===== src/rtl/seq_alu.sv =====
// ---------------------------------------------------------------------------
// seq_alu -- handshaked, parametrised ALU with iterative unsigned
// multiply / divide / remainder and status flags. Holds one operation.
//
// Ports:
//   clk        rising-edge clock
//   rst_n      asynchronous active-low reset
//   in_valid   issue stage presents an operation
//   in_ready   block accepts an operation this cycle
//   a, b       operands (WIDTH bits)
//   f          opcode (4 bits)
//   out_valid  result is held valid
//   out_ready  writeback stage takes the result
//   r          result (WIDTH bits)
//   zero       r == 0
//   ovf        signed overflow of ADD/SUB
//   dz         divide by zero (DIVU/REMU with b == 0)
//   err        illegal opcode
// ---------------------------------------------------------------------------
module seq_alu #(
  parameter int WIDTH = 32
) (
  input  logic             clk,
  input  logic             rst_n,
  input  logic             in_valid,
  output logic             in_ready,
  input  logic [WIDTH-1:0] a,
  input  logic [WIDTH-1:0] b,
  input  logic [3:0]       f,
  output logic             out_valid,
  input  logic             out_ready,
  output logic [WIDTH-1:0] r,
  output logic             zero,
  output logic             ovf,
  output logic             dz,
  output logic             err
);

  localparam int CNTW = $clog2(WIDTH) + 1;

  typedef enum logic [1:0] {S_IDLE, S_BUSY, S_DONE} state_t;

  state_t           r_state;
  state_t           w_nextState;
  logic [CNTW-1:0]  r_cnt;
  logic [WIDTH-1:0] r_hi;
  logic [WIDTH-1:0] r_lo;
  logic [WIDTH-1:0] r_opnd;
  logic             r_isDiv;
  logic             r_selHi;
  logic [WIDTH-1:0] r_res;
  logic             r_zero;
  logic             r_ovf;
  logic             r_dz;
  logic             r_err;

  logic             w_accept;
  logic             w_iter;
  logic             w_lastStep;
  logic [WIDTH-1:0] w_sum;
  logic [WIDTH-1:0] w_diff;
  logic [WIDTH-1:0] w_res;
  logic             w_ovf;
  logic             w_dz;
  logic             w_err;
  logic [WIDTH:0]   w_mulSum;
  logic [WIDTH:0]   w_remSh;
  logic [WIDTH-1:0] w_remSub;
  logic             w_ge;
  logic [WIDTH-1:0] w_stepHi;
  logic [WIDTH-1:0] w_stepLo;
  logic [WIDTH-1:0] w_finRes;

  assign w_accept   = in_valid && in_ready;
  assign w_lastStep = (r_cnt == CNTW'(WIDTH - 1));

  // Single-cycle results and classification of the incoming opcode.
  // Division by zero is resolved here so it never enters the iterator.
  always_comb begin
    w_sum  = a + b;
    w_diff = a - b;
    w_res  = '0;
    w_ovf  = 1'b0;
    w_dz   = 1'b0;
    w_err  = 1'b0;
    w_iter = 1'b0;
    case (f)
      4'b0000: w_res = a & b;
      4'b0001: w_res = a | b;
      4'b0010: begin
        w_res = w_sum;
        w_ovf = (a[WIDTH-1] == b[WIDTH-1]) && (w_sum[WIDTH-1] != a[WIDTH-1]);
      end
      4'b0110: begin
        w_res = w_diff;
        w_ovf = (a[WIDTH-1] != b[WIDTH-1]) && (w_diff[WIDTH-1] != a[WIDTH-1]);
      end
      4'b0111: w_res = {{(WIDTH-1){1'b0}}, ($signed(a) < $signed(b))};
      4'b1000, 4'b1001: w_iter = 1'b1;
      4'b1010: begin
        if (b == '0) begin
          w_res = '1;
          w_dz  = 1'b1;
        end else begin
          w_iter = 1'b1;
        end
      end
      4'b1011: begin
        if (b == '0) begin
          w_res = a;
          w_dz  = 1'b1;
        end else begin
          w_iter = 1'b1;
        end
      end
      default: w_err = 1'b1;
    endcase
  end

  // One iteration step. Multiply: {hi,lo} holds partial product and the
  // multiplier, shifted right each step. Divide: hi is the partial
  // remainder, lo shifts the dividend out and the quotient bits in.
  always_comb begin
    w_mulSum = {1'b0, r_hi} + (r_lo[0] ? {1'b0, r_opnd} : '0);
    w_remSh  = {r_hi, r_lo[WIDTH-1]};
    w_ge     = (w_remSh >= {1'b0, r_opnd});
    // When w_ge holds the true difference is below r_opnd, so it fits.
    w_remSub = w_remSh[WIDTH-1:0] - r_opnd;
    if (r_isDiv) begin
      w_stepHi = w_ge ? w_remSub : w_remSh[WIDTH-1:0];
      w_stepLo = {r_lo[WIDTH-2:0], w_ge};
    end else begin
      w_stepHi = w_mulSum[WIDTH:1];
      w_stepLo = {w_mulSum[0], r_lo[WIDTH-1:1]};
    end
    w_finRes = r_selHi ? w_stepHi : w_stepLo;
  end

  // FSM state register.
  always_ff @(posedge clk or negedge rst_n) begin
    if (!rst_n) begin
      r_state <= S_IDLE;
    end else begin
      r_state <= w_nextState;
    end
  end

  // FSM next-state logic. DONE with a simultaneous transfer and accept
  // behaves like IDLE so single-cycle ops stream without bubbles.
  always_comb begin
    w_nextState = r_state;
    case (r_state)
      S_IDLE: begin
        if (w_accept) w_nextState = w_iter ? S_BUSY : S_DONE;
      end
      S_BUSY: begin
        if (w_lastStep) w_nextState = S_DONE;
      end
      S_DONE: begin
        if (out_ready) w_nextState = w_accept ? (w_iter ? S_BUSY : S_DONE) : S_IDLE;
      end
      default: w_nextState = S_IDLE;
    endcase
  end

  // FSM outputs.
  always_comb begin
    in_ready  = (r_state == S_IDLE) || ((r_state == S_DONE) && out_ready);
    out_valid = (r_state == S_DONE);
  end

  // Operand capture, iteration and result registers. The result only
  // changes on an accept or on the final iteration step, so it is stable
  // for as long as DONE is held.
  always_ff @(posedge clk or negedge rst_n) begin
    if (!rst_n) begin
      r_cnt   <= '0;
      r_hi    <= '0;
      r_lo    <= '0;
      r_opnd  <= '0;
      r_isDiv <= 1'b0;
      r_selHi <= 1'b0;
      r_res   <= '0;
      r_zero  <= 1'b0;
      r_ovf   <= 1'b0;
      r_dz    <= 1'b0;
      r_err   <= 1'b0;
    end else if (w_accept) begin
      r_cnt   <= '0;
      r_hi    <= '0;
      r_lo    <= f[1] ? a : b;
      r_opnd  <= f[1] ? b : a;
      r_isDiv <= f[1];
      // MULHI and REMU take the high half, MULLO and DIVU the low half.
      r_selHi <= f[0];
      if (!w_iter) begin
        r_res  <= w_res;
        r_zero <= (w_res == '0);
        r_ovf  <= w_ovf;
        r_dz   <= w_dz;
        r_err  <= w_err;
      end
    end else if (r_state == S_BUSY) begin
      r_hi  <= w_stepHi;
      r_lo  <= w_stepLo;
      r_cnt <= r_cnt + CNTW'(1);
      if (w_lastStep) begin
        r_res  <= w_finRes;
        r_zero <= (w_finRes == '0);
        r_ovf  <= 1'b0;
        r_dz   <= 1'b0;
        r_err  <= 1'b0;
      end
    end
  end

  assign r    = r_res;
  assign zero = r_zero;
  assign ovf  = r_ovf;
  assign dz   = r_dz;
  assign err  = r_err;

endmodule

===== config.mk =====
export PLATFORM = sky130hd
export DESIGN_NAME = seq_alu
export DESIGN_NICKNAME = d
export VERILOG_FILES = /design/src/rtl/seq_alu.sv
export SDC_FILE = /design/constraint.sdc
export NUM_CORES = 1
export LEC_CHECK = 0
export CAP_MARGIN = 10
export CORE_AREA = 2 2 229 231
export CTS_CLUSTER_SIZE = 30
export DETAILED_ROUTE_END_ITERATION = 10
export DIE_AREA = 0 0 231 233
export PLACE_DENSITY_LB_ADDON = 0.3
export SETUP_SLACK_MARGIN = 0.4
export SYNTH_ARGS = -nofsm -noshare
export SYNTH_HDL_FRONTEND = slang
export SYNTH_SLANG_ARGS = --single-unit

===== constraint.sdc =====
create_clock -name clk -period 4.36 [get_ports clk]
set_clock_uncertainty 0.1 [all_clocks]
set_input_delay 0.654 -clock clk [delete_from_list [all_inputs] [get_ports clk]]
set_output_delay 0.654 -clock clk [all_outputs]
set_load 0.02 [all_outputs]

### Word-level counts from Yosys, hierarchy flattened

Index checks and enable logic that the tools add are counted.

| word-level totals | value |
|---|---|
| register bits | 142 |
| input bits | 72 |
| output and inout port bits | 38 |

| operators by class | value |
|---|---|
| reduce and logical (&&, ||, !) cells | 17 |
| multiplexer cells | 44 |
| equal/unequal tests | 19 |
| add/sub/neg operators | 5 |
| bitwise operators | 2 |
| order comparisons | 2 |

Operators by type and width:

| kind | count |
|---|---|
| $mux 32 | 17 |
| $pmux 32 s7 | 1 |
| $logic_not 32->1 | 3 |
| $sub 32x32->32 | 2 |
| $add 32x32->33 | 1 |
| $ge 33x32->1 | 1 |
| $add 32x32->32 | 1 |
| $and 32x32->32 | 1 |
| $lt 32x32->1 | 1 |
| $or 32x32->32 | 1 |
| $eq 4x4->1 const B | 4 |
| $mux 1 | 16 |
| $mux 6 | 2 |
| $mux 2 | 5 |
| $reduce_or 9->1 | 1 |
| $eq 4x3->1 const B | 2 |
| $add 6x1->6 const B | 1 |
| $eq 6x5->1 const B | 1 |
| $ne 2x2->1 const B | 3 |
| $pmux 2 s3 | 1 |
| $reduce_and 3->1 | 2 |
| $eq 4x1->1 const B | 1 |
| $eq 4x2->1 const B | 1 |
| $logic_and 1x1->1 | 4 |
| 11 further kinds | 16 |

### Depth between registers and ports, before layout

| depth | value |
|---|---|
| word-level depth | 8 |
| gate-level depth with buffers | 18 |
| mapped depth without buffers | 16 |

### Worst setup path after synthesis

Ideal clock, no wire load.

| timing path | value |
|---|---|
| kind | flip-flop to flip-flop |
| start | reg r_lo[0] |
| end | reg r_zero (netlist: zero) |
| setup slack | 65 ps |
| arrival | 4126 ps |
| clock period less this slack | 4295 ps |
| stages on the path, launching flop included | 18 |
| data required time | 4191 ps |
| cells stage by stage | dfrtp_1 -> clkbuf_1 -> and2_1 -> ha_1 -> inv_1 -> fa_1 -> and2b_1 -> o31ai_1 -> a31o_1 -> o31ai_2 -> o311ai_1 -> mux2_2 -> a2111oi_4 -> a41oi_1 -> a2111oi_0 -> nand4_1 -> or4b_1 -> nand3_1 |

| on the way | value |
|---|---|
| longest elaborated chain between the ends | 8 |
| elaborated cells between the ends (all ways) | 9 |
| those cells by class | 1 x add/sub; 7 x mux; 1 x reduce/logical |

RTL lines:

| item | line | text |
|---|---|---|
| start: declaration | 47 | `logic [WIDTH-1:0] r_lo;` |
| start signal: assignment | 191 | `r_lo <= f[1] ? a : b;` |
| start signal: assignment | 205 | `r_lo <= w_stepLo;` |
| $mux 32 | 124 | `w_mulSum = {1'b0, r_hi} + (r_lo[0] ? {1'b0, r_opnd} : '0);` |
| $add 32x32->33 | 124 |  |
| $mux 32 | 129 | `if (r_isDiv) begin` |
| $mux 32 * | 136 | `w_finRes = r_selHi ? w_stepHi : w_stepLo;` |
| $logic_not 32->1 * | 209 | `r_zero <= (w_finRes == '0);` |
| $mux 1 * | 207 | `if (w_lastStep) begin` |
| $mux 1 * | 203 | `end else if (r_state == S_BUSY) begin` |
| $mux 1 * | 188 | `end else if (w_accept) begin` |
| end signal: assignment | 198 | `r_zero <= (w_res == '0);` |
| end signal: assignment | 209 |  |
| end: declaration | 52 | `logic r_zero;` |

Mark *: on every way between the ends. The rest lies on a longest branch, timed or not. The select of a mux whose other input is x is not followed.
A chain may end at the register's enable or synchronous reset.

### Final worst setup path

Same ends and word-level chain as after synthesis.

==> reports/metrics.cfg <==
[status]
status = finished with violations
violations = negative setup slack

[placement]
gp_congestion = 1.016
place.detailed.hpwl_um = 64430
numPortBuffers = 109
dpl.cell_count = 3615

[sta]
fin_crit_ps = 4388
hold-worst-slack_ps = 172.0
finalHoldViolCount = 0
rsz0062_at_grt = yes
final_max_slew_viol_count = 0
worst_slew_pin_slew_ps = 1202
fin_crit_sh = 1.006
setup_tns_ps = -27.52
fmax_mhz = 227.9
setup_violations = 1
setup_slack_ps = -27.52
timing.slew.headroom = 0.1952

[clock_tree]
clock_latency_ps = 450
clk_pin_slew_ps = 60
cts_made_buffers = 17
cts.hold.buffers_added = 0
cts_tree = built
clock-sinks = 142
cts_root_buffer = clkbuf_16
clock_path_buffers = 2
cts_max_level = 4

[final_layout]
n_fill_cell = 4925
diodes = 0
drive_above_1_share = 0.3139
fin_cells = 3684
fin_nets = 3231
area_growth_pct = 47.53

[logic_synthesis]
yosys.area.top_type = dfrtp_1
ys_seq_area_frac = 0.1994
synth_edf_count = 0
synthArstFlopShare = 1.000
yosys_warnings = 0
netlist-cell-type-count = 95
synth_area_um2 = 17820
synth_area_leaders = dfrtp_1 (20%), ha_1 (12%), mux2i_1 (6.2%)
synthTopCellsByCount = nand2_1 (251), a21oi_1 (208), o21ai_0 (194), ha_1 (164), inv_1 (152)
yosysTopAreaCellShare = 0.1994
synth_flop_cell = dfrtp_1
yosysMostFrequentCell = nand2_1
syn_nets = 2626
syn_inst = 2386
syn_area_per_cell_um2 = 7.468
ys_seq_elements = 142

[pwr]
power_mw = 16.35
p_leak_nw = 11.84
power.density_nw_per_um2 = 621.8
peakVddDrop_mv = 0.4081

[critical_path]
critPathCaptureType = flop
reg2reg_from = r_lo[0]$_DFFE_PN0P_
critical_path.max_fanout = 13
startpoint = r_lo[0]$_DFFE_PN0P_
worstSetupPathType = reg -> reg
arrival_ps = 4680
cp-start-kind = flop
required_ps = 4650

[hold_path]
hp-class = in -> async

[detailed_routing]
wl_per_cell_um = 22.21
vias = 21570
drtAntennaViolNets = 0
initialDrtViolationCount = 2111
routed_wirelength_um = 81830
avgViaCountPerCell = 5.854
dr.pass1.iters = 5
drcViolationCount = 0

[floorplanning]
die_h_um = 233
core_area_um2 = 51090
row_count = 83
die-width_um = 231
io_pins = 110
initial_utilization = 0.3488
dieArea_um2 = 53820

[global_route]
globalRouteOverflowTotal = 0
grt_pass1_vias = 21150
grt_max_degree = 93
grtUsageTotal = 0.2926
antenna_found_initial = 0
grt_pass1_wl_um = 121700

[flow_run]
maxCapViolCount = 0

[worst max-delay path, cell delays in order, from the launching register on]
cell and delay [ps]:
dfrtp_1 410, buf_12 160, and2_1 180, ha_1 340
and3_1 210, a31oi_2 190, a21oi_2 130, buf_4 160
a2111o_1 440, and4_4 210, o21a_1 190, o2111ai_2 250
o22ai_4 130, a2111oi_4 350, buf_4 160, nand4_1 80
or4b_4 550, nand3_2 90
[worst paths after layout]
check / endpoint / slack [ps] / cells past startpoint
min in group clk: r[30]$_DFFE_PN0P_ / 390 / 2
hold / removal: r_opnd[8]$_DFFE_PN0P_ / 170 / 1
max in group asynchronous: r_state[1]$_DFFE_PN0P_ / 3070 / 2
hold reg to reg: r[30]$_DFFE_PN0P_ / 390 / 2
setup reg to reg: zero$_DFFE_PN0P_ / -30 / 17
setup / recovery: zero$_DFFE_PN0P_ / -30 / 17
[cell usage in the layout (no fill, tap or decap), types with 13 or more instances in the layout]
cell | synthesis | final
mux2i_1 | 111 | 110
a31oi_1 | 35 | 25
nor4_1 | 35 | 23
clkbuf_16 | 0 | 17
nor2_1 | 150 | 142
ha_1 | 164 | 114
nand3_1 | 78 | 73
o31ai_1 | 20 | 16
nor3_1 | 57 | 51
xnor2_1 | 43 | 41
xor2_1 | 21 | 20
inv_1 | 152 | 141
buf_4 | 2 | 614
nand2b_1 | 16 | 14
o21ai_1 | 3 | 20
o21a_1 | 20 | 20
or3_1 | 13 | 13
nand2_1 | 251 | 248
buf_6 | 1 | 13
dfrtp_1 | 142 | 137
ha_4 | 0 | 44
a21oi_1 | 208 | 183
a211oi_1 | 32 | 23
o221ai_1 | 46 | 43
nor2b_1 | 27 | 24
o211ai_1 | 36 | 36
a21oi_2 | 1 | 24
o21ai_0 | 194 | 162
o21ai_2 | 0 | 14
and2_1 | 48 | 45
a21o_1 | 43 | 43
o21bai_1 | 16 | 15
nand4_1 | 32 | 32
clkdlybuf4s50_1 | 0 | 99
[final cells by class]
type / instances / area, um2 / area share
inverters: 154 / 578.1 / 0.02199
well taps: 680 / 850.8 / 0.03236
repair buffers: 741 / 5964 / 0.2269
multi-input cells: 1935 / 14770 / 0.5617
flip-flops and latches: 142 / 3562 / 0.1355
clock buffers: 21 / 460.4 / 0.01751
clock inverters: 11 / 106.4 / 0.004045
[where the power goes]
part / switching [mW] / internal [mW] / leakage [nW]
Clock: 0.639 / 0.819 / 0.270
Sequential: 0.623 / 1.87 / 1.78
Combinational: 6.64 / 5.76 / 9.79
[registers in the layout, summed over array words and instances, names as in the netlist]
signal   flops
r_state      2
zero         1
r_isDiv      1
r_opnd      32
dz           1
err          1
r_selHi      1
ovf          1
r_cnt        6
r           32
r_lo        32
r_hi        32
[per-stage QoR]
stage                     setup slack [ps]    util  cell area [um2]
after floorplan                      388.1       -            17840
after global placement              -466.8  0.4643            23720
after detailed placement            -547.0  0.4643            23720
after CTS                            7.369  0.4860            24830
after global routing                -137.3  0.5145            26290
final                               -27.52  0.5145            26290
[cell families (layout without fill, tap and decap cells)]
| kind of cell | count (synthesis) | in the layout | synth area share |
|---|---|---|---|
| compound gates | 816 | 816 | 0.3017 |
| xor+xnor | 64 | 64 | 0.03146 |
| fa+ha+maj | 168 | 168 | 0.1196 |
| buf+inv | 309 | 927 | 0.06705 |
| flops | 142 | 142 | 0.1994 |
| mux | 125 | 125 | 0.07309 |
| simple gates | 762 | 762 | 0.2076 |
[repair_timing]
action	4_1_cts	5_1_grt
gates cloned	0	0
endpoints found under the setup margin	23	17
pin swaps	34	96
gates resized for setup	114	227
buffers inserted	10	27
[routing by layer]
metal	track usage	vias to the layer above	part of all wire
li1	-	10020	-
met1	0.3767	10370	0.42
met2	0.4808	955	0.46
met3	0.03909	215	0.068
met4	0.1450	0	0.054
met5	0	-	0
(Power assumes the default switching activity.)
